## src/rtl/seq_scan_arbiter.sv

```systemverilog
// Round-robin scheduler sharing one serial MSB-first pattern-scan engine among N_REQ requesters.
// Each granted word is scanned for overlapping PATTERN occurrences; the count is reported with a done pulse.
module seq_scan_arbiter #(
   parameter int unsigned       N_REQ   = 4,
   parameter int unsigned       WORD_W  = 8,
   parameter int unsigned       PAT_W   = 5,
   parameter logic [PAT_W-1:0]  PATTERN = 5'b10010
) (
   input  logic                        clk,
   input  logic                        rst,
   input  logic [N_REQ-1:0]            req,
   input  logic [N_REQ*WORD_W-1:0]     data,
   output logic [N_REQ-1:0]            grant,
   output logic                        busy,
   output logic                        ser_bit,
   output logic                        hit,
   output logic                        done,
   output logic [$clog2(N_REQ)-1:0]    done_id,
   output logic [3:0]                  match_cnt
);

   localparam int unsigned IDW = $clog2(N_REQ);
   localparam int unsigned SW  = $clog2(PAT_W + 1);
   localparam int unsigned CW  = $clog2(WORD_W);

   typedef enum logic [1:0] {IDLE, SHIFT, REPORT} state_t;

   state_t            state, state_nx;
   logic [IDW-1:0]    ptr, cur, pick, idx;
   logic              found;
   logic [WORD_W-1:0] sh;
   logic [PAT_W-2:0]  win;
   logic [PAT_W-1:0]  w;
   logic [SW-1:0]     seen;
   logic [3:0]        cnt;
   logic [CW-1:0]     bitcnt;
   logic              match;
   logic              last_bit;

   // First set request at or above ptr, wrapping; power-of-two N_REQ makes the wrap free.
   always_comb begin
      pick  = '0;
      found = 1'b0;
      idx   = '0;
      for (int unsigned i = 0; i < N_REQ; i++) begin
         idx = ptr + IDW'(i);
         if (!found && req[idx]) begin
            found = 1'b1;
            pick  = idx;
         end
      end
   end

   assign w        = {win, sh[WORD_W-1]};
   assign match    = (w == PATTERN) && (seen >= SW'(PAT_W - 1));
   assign last_bit = (bitcnt == CW'(WORD_W - 1));

   always_ff @(posedge clk) begin
      if (rst) state <= IDLE;
      else     state <= state_nx;
   end

   always_comb begin
      state_nx = state;
      case (state)
         IDLE:    if (found)    state_nx = SHIFT;
         SHIFT:   if (last_bit) state_nx = REPORT;
         REPORT:                state_nx = IDLE;
         default:               state_nx = IDLE;
      endcase
   end

   always_ff @(posedge clk) begin
      if (rst) begin
         ptr       <= '0;
         cur       <= '0;
         sh        <= '0;
         win       <= '0;
         seen      <= '0;
         cnt       <= '0;
         bitcnt    <= '0;
         hit       <= 1'b0;
         done_id   <= '0;
         match_cnt <= '0;
      end else begin
         hit <= 1'b0;
         case (state)
            IDLE: begin
               if (found) begin
                  sh     <= data[pick*WORD_W +: WORD_W];
                  cur    <= pick;
                  ptr    <= pick + IDW'(1);
                  win    <= '0;
                  seen   <= '0;
                  cnt    <= '0;
                  bitcnt <= '0;
               end
            end
            SHIFT: begin
               win    <= w[PAT_W-2:0];
               sh     <= {sh[WORD_W-2:0], 1'b0};
               bitcnt <= bitcnt + CW'(1);
               if (seen != SW'(PAT_W)) seen <= seen + SW'(1);
               if (match) begin
                  cnt <= cnt + 4'd1;
                  hit <= 1'b1;
               end
               // The final bit's match must be folded into the reported count directly.
               if (last_bit) begin
                  match_cnt <= cnt + {3'b000, match};
                  done_id   <= cur;
               end
            end
            default: ;
         endcase
      end
   end

   assign busy    = (state != IDLE);
   assign done    = (state == REPORT);
   assign ser_bit = (state == SHIFT) ? sh[WORD_W-1] : 1'b0;
   assign grant   = busy ? (N_REQ'(1) << cur) : '0;

endmodule

```

## config.mk

```make
export PLATFORM = sky130hd
export DESIGN_NAME = seq_scan_arbiter
export DESIGN_NICKNAME = d
export VERILOG_FILES = /design/src/rtl/seq_scan_arbiter.sv
export SDC_FILE = /design/constraint.sdc
export NUM_CORES = 1
export LEC_CHECK = 0
export CAP_MARGIN = 20
export CORE_MARGIN = 10
export CORE_UTILIZATION = 53
export CTS_BUF_LIST = sky130_fd_sc_hd__clkbuf_8
export DETAILED_ROUTE_END_ITERATION = 10
export MAX_ROUTING_LAYER = met4
export PLACE_DENSITY = 0.88
export SLEW_MARGIN = 40
export SYNTH_ARGS = -nofsm -noshare
export SYNTH_HDL_FRONTEND = slang
export SYNTH_SLANG_ARGS = --single-unit
```

## constraint.sdc

```tcl
create_clock -name clk -period 2.3 [get_ports clk]
set_input_delay 0.23 -clock clk [delete_from_list [all_inputs] [get_ports clk]]
set_output_delay 0.23 -clock clk [all_outputs]
set_load 0.02 [all_outputs]
```

==> flow_summary.toml <==
[final_layout]
drive_above_1_share_pct = 6.464
finalNetCount = 307
num_antenna_cells = 0
area_delta_synth_final_pct = 34.57
ff_latch_area_um2 = 700.7
fill_cells = 279
multi_input_area_um2 = 1056
fin_cells = 309

[clock_network]
cts-buffers-inserted = 5
cts_root_buf = "clkbuf_8"
cts.sinks = 35
post_cts_resize_count = 0
cts.htree.levels = 2
cts_tree = "built"
path_clk_slew_ns = 0.07
insertion_delay_ns = 0.29
cts.path.max_buffers = 2
cts_hold_buf = 0
cts_setup_buffers = 0

[floorplan]
start_util_pct = 54.78
fp.dieW_um = 78.73
io_pins = 52
rows = 21
die_y_um = 78.73
core_area_um2 = 3337
dieArea_um2 = 6198

[detailed_routing]
num_vias = 1703
avgViaCountPerCell = 5.511
drt_iter0_drc = 145
wl_met3_um = 129
topRoutingLayerUsed = "met4"
wl_met2_um = 2527
wl_per_cell_um = 15.44
drcViolationCount = 0
routed_wl_um = 4770
dr.pass1.iters = 4
antenna_left = 0
wl_met1_um = 2009

[power]
vdd_drop_max_mv = 0.3824
seqPwrFrac_pct = 48.0
p_leak_nw = 0.9299
intPower_w = 0.001019
combPwrFrac_pct = 22.7
power_w = 0.001417
powerDensity_nw_per_um2 = 576.1
clock_power_share_pct = 29.3
power.net_switching_w = 0.0003979
swShare_pct = 28.08

[synthesis]
syn-num-nets = 258
yosysMostFrequentCell = "dfxtp_1"
synth_area_leaders = "dfxtp_1, mux2i_1, nand2_1"
synth-seq-cells = 35
synth_cell_types = 39
synth.avg_cell_area_um2 = 8.582
ys.flop_type = "dfxtp_1"
synth_edf_count = 0
ys_seq_area_share_pct = 38.33
ys_warn_count = 0
yosysTopAreaCellShare_pct = 38.33
yosys-top-cells-count = "dfxtp_1, nand2_1, nor2_1"
async_flop_share_pct = 0
yosys.area.top_type = "dfxtp_1"
syn_area_um2 = 1828
synth_cells = 213

[timing]
period_share_pct = 84.63
fin_skew_ns = 0.007957
tns_ns = 0
worst_pin_slew_ns = 0.5094
hold_viol_final = 0
period_minus_slack_ns = 1.947
slew_headroom_pct = 65.73
grt_setup_unrepaired = "no"
setup_viol = 0
fin_ws_ns = 0.3535
max_freq_mhz = 513.7
worst_hold_slack_ns = 0.4568
drv_slew = 0

[critical_path]
path_max_fanout = 4
cp-end-kind = "output port"
worst-setup-path-type = "flop to output port"
arrival_ns = 1.72
cp.required_ns = 2.07
critPathLaunchType = "flop"

[outcome]
outcome = "complete, no violations"

[global_routing]
grt_max_degree = 37
grt_pass1_wl_um = 8224
antenna_found_initial = 0
grt.total_usage_pct = 16.69
grt_pass1_vias = 1749
overflow = 0

[placed_design]
pre_cts_ws_ns = 0.2059
portBuffers = 51
place_inst = 301
gp_congestion = 0.7921
hpwl_um = 3686

[min_path]
hp-class = "flop to flop"

[flow_run]
max_cap_viol_count = 0
worst paths after layout:
| kind | start | endpoint | slack, ns | depth (start not counted) |
|---|---|---|---|---|
| max | state[0] | ser_bit | 0.35 | 3 |
| min | match_cnt[1] | match_cnt[1] | 0.46 | 2 |
| max reg2reg | state[0] | cnt[3] | 0.62 | 5 |
| min reg2reg | match_cnt[1] | match_cnt[1] | 0.46 | 2 |
stage by stage:
stage               cell area, um2  util, %
floorplan                     1828        -
global route                  2460    73.72
CTS                           2460    73.72
detailed placement            2379    71.28
global placement              2379    71.28
finish                        2460    73.72
power by group through the flow:
stage	Sequential [W]	Combinational, W	Clock [W]
after floorplan	0.000682	0.000201	0
after global placement	0.000692	0.000312	0
after detailed placement	0.000691	0.000322	0
after CTS	0.000679	0.000322	0.000421
after global routing	0.000684	0.000354	0.000459
final	0.000680	0.000321	0.000416
cell type report:
cell class                 instances  share of cell area (%)
multi-input combinational        162                   42.93
sequential                        35                   28.48
timing repair buffer              55                   22.48
clock buffer                       5                   2.798
tap                               46                   2.340
clock inverter                     3                  0.5086
inverter                           3                  0.4578
registers in the layout, indices dropped and copies added (netlist names):
register,cells
bitcnt,3
hit,1
state,2
win,4
cnt,4
cur,2
done_id,2
seen,3
sh,8
match_cnt,4
ptr,2
cells by family (layout without fill, tap and decap cells):
| group | after synthesis | after routing | synth area share [%] |
|---|---|---|---|
| and+or+nand+nor | 91 | 91 | 24.98 |
| xor gates and xnor gates | 5 | 5 | 2.396 |
| adders and majority gates | 7 | 7 | 4.791 |
| AOI/OAI and AO/OA | 43 | 43 | 16.50 |
| DFF | 35 | 35 | 38.33 |
| muxes | 16 | 16 | 8.761 |
| buffers and inverters | 16 | 66 | 4.243 |
worst max-delay path: stages, from the launching register on:
cell and delay [ns]:
dfxtp_1 0.42, nor2b_1 0.20, and2_1 0.19, clkdlybuf4s50_1 0.62
per-layer routing:
metal / global-route usage, % / vias up
li1: - / 855
met1: 17.63 / 803
met2: 29.85 / 36
met3: 2.815 / 9
met4: 7.527 / 0
met5: - / -
placed cells by master (no fill, tap or decap), drive strengths merged, types with 2 or more instances in the layout:
cell / synthesis / layout
o21ai: 3 / 3
clkbuf: 4 / 5
nand2b: 2 / 2
inv: 3 / 5
nor3: 6 / 6
mux2i: 16 / 16
nand2: 27 / 27
nor2: 20 / 20
or4: 3 / 3
nor2b: 6 / 6
o221ai: 8 / 8
a21oi: 19 / 19
buf: 9 / 4
clkdlybuf4s50: 0 / 51
and2: 5 / 5
a22oi: 7 / 7
ha: 7 / 7
a211oi: 2 / 2
nand3: 8 / 8
dfxtp: 35 / 35
xor2: 4 / 4
or3: 2 / 2
or2: 7 / 7
Power figures use the tool's default switching activity.
